## config.mk

```make
export PLATFORM = sky130hd
export DESIGN_NAME = hazard_controller
export DESIGN_NICKNAME = d
export VERILOG_FILES = /design/src/rtl/hazard_controller.sv
export SDC_FILE = /design/constraint.sdc
export NUM_CORES = 1
export LEC_CHECK = 0
export CAP_MARGIN = 5
export CORE_ASPECT_RATIO = 0.8
export CORE_MARGIN = 8
export CORE_UTILIZATION = 48
export DETAILED_ROUTE_END_ITERATION = 7
export PLACE_DENSITY = 0.95
export SYNTH_ARGS = -nofsm -noshare
export SYNTH_HDL_FRONTEND = slang
export SYNTH_SLANG_ARGS = --single-unit
```

## constraint.sdc

```tcl
create_clock -name clk -period 5.7 [get_ports clk]
set_input_delay 0.57 -clock clk [delete_from_list [all_inputs] [get_ports clk]]
set_output_delay 0.57 -clock clk [all_outputs]
set_load 0.01 [all_outputs]
```

## src/rtl/hazard_controller.sv

```systemverilog
// Pipeline hazard sequencer for the 5-stage core: load-use stalls, taken-branch flushes,
// whole-pipe freeze on outstanding data-memory accesses, memory watchdog and stall counter.
module hazard_controller #(
    parameter int MEM_TIMEOUT = 16,
    parameter int CW          = 16
) (
    input  logic          clk,
    input  logic          rst,
    input  logic          MemReadEX,
    input  logic [4:0]    RtEX,
    input  logic [4:0]    RsID,
    input  logic [4:0]    RtID,
    input  logic          UsesRtID,
    input  logic          BranchTakenID,
    input  logic          MemReqM,
    input  logic          MemReadyM,
    output logic          PCWrite,
    output logic          IFIDWrite,
    output logic          IFIDFlush,
    output logic          IDEXFlush,
    output logic          BackWrite,
    output logic          Halted,
    output logic [CW-1:0] StallCount
);

    localparam int WW = $clog2(MEM_TIMEOUT);

    localparam logic [1:0] RUN     = 2'd0;
    localparam logic [1:0] MEMWAIT = 2'd1;
    localparam logic [1:0] HALT    = 2'd2;

    localparam logic [WW-1:0] WMAX = WW'(MEM_TIMEOUT - 1);
    localparam logic [WW-1:0] WONE = WW'(1);
    localparam logic [CW-1:0] SMAX = '1;
    localparam logic [CW-1:0] SONE = CW'(1);

    logic [1:0]    state_q, state_d;
    logic [WW-1:0] wcnt_q, wcnt_d;
    logic [CW-1:0] stall_cnt_q, stall_cnt_d;

    logic halt_st, memfreeze, loaduse;

    assign halt_st   = (state_q == HALT);
    assign memfreeze = MemReqM & ~MemReadyM & ~halt_st;
    assign loaduse   = MemReadEX & (RtEX != 5'd0) &
                       ((RtEX == RsID) | (UsesRtID & (RtEX == RtID)));

    // Priority: halt > memory freeze > load-use bubble > branch flush > normal flow.
    always_comb begin
        PCWrite   = 1'b1;
        IFIDWrite = 1'b1;
        BackWrite = 1'b1;
        IFIDFlush = 1'b0;
        IDEXFlush = 1'b0;
        if (halt_st || memfreeze) begin
            PCWrite   = 1'b0;
            IFIDWrite = 1'b0;
            BackWrite = 1'b0;
        end else if (loaduse) begin
            PCWrite   = 1'b0;
            IFIDWrite = 1'b0;
            IDEXFlush = 1'b1;
        end else if (BranchTakenID) begin
            IFIDFlush = 1'b1;
        end
    end

    always_comb begin
        state_d = state_q;
        wcnt_d  = '0;
        if (!halt_st) begin
            if (memfreeze) begin
                if (wcnt_q == WMAX) begin
                    state_d = HALT;
                end else begin
                    state_d = MEMWAIT;
                    wcnt_d  = wcnt_q + WONE;
                end
            end else begin
                state_d = RUN;
            end
        end
    end

    always_comb begin
        stall_cnt_d = stall_cnt_q;
        if (!PCWrite && !halt_st && (stall_cnt_q != SMAX))
            stall_cnt_d = stall_cnt_q + SONE;
    end

    always_ff @(posedge clk or negedge rst) begin
        if (!rst) begin
            state_q     <= RUN;
            wcnt_q      <= '0;
            stall_cnt_q <= '0;
        end else begin
            state_q     <= state_d;
            wcnt_q      <= wcnt_d;
            stall_cnt_q <= stall_cnt_d;
        end
    end

    assign Halted     = halt_st;
    assign StallCount = stall_cnt_q;

endmodule

```

## Word-level counts from Yosys, hierarchy flattened

Cells that the tools add are included.

- Output and inout port bits: 22
- Logic and storage cells: 37
- Bits of input ports: 22
- Bits in registers: 22

- Reduce and logical (&&, ||, !) cells: 6
- Add/sub/neg operators: 2
- Eq/ne operators: 5
- Bitwise operators: 8
- Mux-type cells: 13

Operator list:

| kind | count |
|---|---|
| 16-bit by 1-bit adder with 16-bit output, second input constant | 1 |
| 16-bit != test, second input constant | 1 |
| 4-bit two-way mux | 3 |
| 5-bit == test | 2 |
| 1-bit two-way mux | 8 |
| 1-bit bitwise AND | 5 |
| 5-bit nonzero test | 1 |
| 4-bit by 1-bit adder with 4-bit output, second input constant | 1 |
| 4-bit == test, second input constant | 1 |
| 2-bit two-way mux | 2 |
| 2-bit == test, second input constant | 1 |
| 1-bit logical AND | 2 |
| 1-bit zero test | 2 |
| 1-bit inverter | 2 |
| 1-bit logical OR | 1 |
| 1-bit OR | 1 |

## Longest topological paths before layout

- Word-level depth: 9
- Gate-level depth with buffers: 8
- Mapped depth without buffers: 6

## Worst setup path after synthesis

No wires, ideal clock.

- Kind: input to output
- Start point: input port RtEX[1]
- End point: output port IFIDFlush
- Slack: 3.307 ns
- Arrival time: 1.823 ns
- Stages: 6
- Required time: 5.130 ns
- Path buffers: 1
- Path through: or4_4 -> o21ai_4 -> o21ai_4 -> buf_6 -> inv_1 -> and2_1

- Cells in the longest elaborated chain, start to end: 6
- Elaborated cells between the ends (all ways): 9
- Classes of those cells: 2 x eq/ne; 2 x mux; 4 x bitwise; 1 x reduce/logical

Ends and longest elaborated chain:

| item | RTL line | source |
|---|---|---|
| start: declaration | 10 | `input logic [4:0] RtEX,` |
| 5-bit == test | 46 | `((RtEX == RsID) \| (UsesRtID & (RtEX == RtID)));` |
| 1-bit bitwise AND | 46 |  |
| 1-bit OR | 46 |  |
| 1-bit bitwise AND (*) | 45 | `assign loaduse = MemReadEX & (RtEX != 5'd0) &` |
| 1-bit two-way mux (*) | 59 | `end else if (loaduse) begin` |
| 1-bit two-way mux (*) | 55 | `if (halt_st \|\| memfreeze) begin` |
| end: declaration | 19 | `output logic IFIDFlush,` |

Every way passes the cells marked *; elsewhere a longest branch is shown, timed or not.

## Worst setup path in the final report

- Start point: input port RtEX[0]
- End point: output port IFIDFlush

The elaborated chain is that of the path after synthesis.

==> results.py <==
metrics = {
    "floorplan": {
        "fp.dieW_um": 73.11,
        "design.die.area_um2": 4510,
        "start_util_pct": 50.86,
        "die_h_um": 61.69,
        "num_rows": 16,
        "design.portCount": 44,
        "design.core.area_um2": 2462,
    },
    "yosys": {
        "yosys.area_share.simple_pct": 25.27,
        "synth_nets": 138,
        "muxShareOfSynthArea_pct": 2.098,
        "synth-compound-area-share_pct": 5.395,
        "yosys.area_share.xor_xnor_pct": 18.18,
        "synth_top_family_by_area": "simple AND/OR/NAND/NOR gates",
        "syn_inst": 114,
        "yosys_warnings": 0,
        "synth-adder-area-share_pct": 1.998,
        "yosysUniqueCellTypes": 32,
        "synthesis.area_um2": 1252,
        "ys_seq_area_share_pct": 43.96,
        "ys_ff_latch": 22,
        "post_synth.cell_area_avg_um2": 10.99,
    },
    "layout": {
        "finalNetCount": 182,
        "final_cell_mix": "clkdlybuf4s50_1, xnor2_1, dfrtp_1",
        "drive_gt1_share_pct": 10.26,
        "final_area_um2": 1723,
        "final_common_cell": "clkdlybuf4s50_1",
        "diodes": 0,
        "syn2layout_area_growth_pct": 37.56,
    },
    "placement": {
        "routabilityCongestion": 0.7361,
        "hpwl_um": 2491,
        "placedInstanceArea_um2": 1700,
        "portBuffers": 43,
        "dp_slack_ns": 2.272,
    },
    "worst_setup_path": {
        "required_ns": 5.13,
        "critPathKind": "in2out",
        "cp-end-kind": "primary output",
        "rr_worst_depth": 6,
        "worst_ep_arrival_time_ns": 2.86,
        "startpoint_type": "input pin",
        "worstPathMaxFanout": 16,
    },
    "route": {
        "routed_wl_um": 3069,
        "wl_met2_um": 1421,
        "avgRoutedWirePerCell_um": 15.98,
        "drt-initial-drc-count": 61,
        "vias": 1008,
        "final_antenna_net_count": 0,
        "wirelength_met1_um": 1293,
        "top_layer": "met4",
        "dr.pass1.iters": 4,
        "vias_per_cell": 5.250,
        "met3WireLength_um": 290,
        "drc_errors": 0,
    },
    "sta": {
        "fin_crit_sh_pct": 60.13,
        "fin_worst_skew_ns": 0.006067,
        "max-slew-margin-rel_pct": 35.59,
        "finalSetupTns_ns": 0,
        "final_hold_viol_count": 0,
        "slew_violations": 0,
        "setup_viol": 0,
        "worst_slew_pin_slew_ns": 0.9631,
        "layout_min_cycle_time_ns": 3.428,
        "fmax_mhz": 291.8,
        "rsz0062_at_grt": "false",
        "setup_slack_ns": 2.272,
    },
    "cts": {
        "h-tree-depth": 1,
        "postCtsSetupBuffers": 0,
        "cts_tree": "done",
        "ctsHoldBuffers": 0,
        "cts_resized": 0,
        "numCtsBuffers": 3,
        "clkTransAtPathRegs_ns": 0.11,
        "cts_sinks": 22,
        "clockRootBuffer": "clkbuf_4",
        "cts_buffer_depth": 2,
        "clock_latency_ns": 0.30,
    },
    "global_route": {
        "grt_util_all_layers_pct": 14.66,
        "grt-ovfl-total": 0,
        "antenna_found_initial": 0,
        "grt_pass1_wl_um": 5106,
        "grt_pass1_vias": 1058,
        "grt_start_max_net_pins": 23,
    },
    "hold_path": {
        "hold_depth": 1,
        "hold_class": "reg2reg",
    },
    "outcome": {
        "status": "finished, final reports clean",
    },
    "pwr": {
        "p_total_mw": 0.2543,
        "p_leak_nw": 0.7098,
        "p_per_area_nw_per_um2": 147.6,
        "ir_drop_v": 0.0001154,
    },
    "run": {
        "drv_cap": 0,
    },
}
[worst max-delay path, stage by stage]
cell and delay (ns):
clkdlybuf4s50_1 0.58, xnor2_1 0.15, nand3_1 0.09, o22a_1 0.26, o21ai_4 0.43, inv_1 0.13
and2_1 0.18, clkdlybuf4s50_1 0.47
[per-stage QoR]
step / utilization, % / cells / hold slack [ns]
after detailed placement: 69.05 / 189 / 0.4536
after global routing: 69.97 / 192 / 0.5004
after global placement: 69.05 / 189 / 0.4449
final: 69.97 / 192 / 0.4715
after floorplan: - / 114 / 0.2744
after CTS: 69.97 / 192 / 0.4690
[layer usage]
layer	up-vias	global-route usage (%)
li1	480	-
met1	466	16.62
met2	53	24.27
met4	0	4.261
met3	9	7.051
met5	-	0
[final timing paths]
kind,start,endpoint,slack (ns)
setup / recovery,RtEX[0],IFIDFlush,2.27
hold / removal,wcnt_q[0]$_DFF_PN0_,wcnt_q[0]$_DFF_PN0_,0.47
setup reg to reg,StallCount[0]$_DFFE_PN0P_,StallCount[1]$_DFFE_PN0P_,3.67
hold reg to reg,wcnt_q[0]$_DFF_PN0_,wcnt_q[0]$_DFF_PN0_,0.47
max in group asynchronous,rst,wcnt_q[3]$_DFF_PN0_,4.32
min in group asynchronous,rst,StallCount[15]$_DFFE_PN0P_,0.79
[synthesized netlist by cell type]
master    number  area (µm²)
clkbuf_1       1       3.750
nand4_1        8       50.05
buf_6          1       11.26
a21oi_4        1       16.27
or4_4          1       11.26
dfrtp_1       22       550.5
nand2_1        3       11.26
o21ai_4        2       32.53
buf_2          1       5.000
and2_1         2       12.51
and3_1        10       62.56
inv_1          3       11.26
nor4_1         1       6.260
xnor2_1       25       219.0
a21oi_1        1       5.000
nor3_1         1       5.000
nand2b_1       2       12.51
and4_4         1       11.26
nand3_2        4       40.04
and3_4         1       11.26
mux2_4         1       15.01
nor2_1         3       11.26
nor2b_4        1       13.76
o22a_1         1       8.760
nand2_2        1       6.260
ha_1           2       25.02
mux2_1         1       11.26
o21ai_0        1       5.000
buf_4          1       7.510
nand3_1        9       45.04
xor2_1         1       8.760
nor2b_1        1       6.260
[registers in the layout, indices dropped and copies added, names as in the netlist]
register,cells
StallCount,16
state_q,2
wcnt_q,4
[cell families after synthesis]
family	after synthesis
flops	22
buf+inv	7
mux	2
compound gates	6
simple gates	49
xor+xnor	26
fa+ha+maj	2
[cell type report]
cell class / count / area, µm²
Fill cell: 208 / 739.5
Multi-Input combinational cell: 85 / 663.1
Sequential cell: 22 / 550.5
Inverter: 3 / 11.26
Tap cell: 36 / 45.04
Timing Repair Buffer: 43 / 430.4
Clock buffer: 3 / 22.52
[where the power goes]
group | internal [mW] | switching (mW) | total (mW)
logic | 0.0190 | 0.0118 | 0.0308
clock network | 0.0246 | 0.0428 | 0.0674
registers | 0.156 | 0 | 0.156
total | 0.200 | 0.0547 | 0.254
No activity file was read; power rests on OpenSTA's default activity.
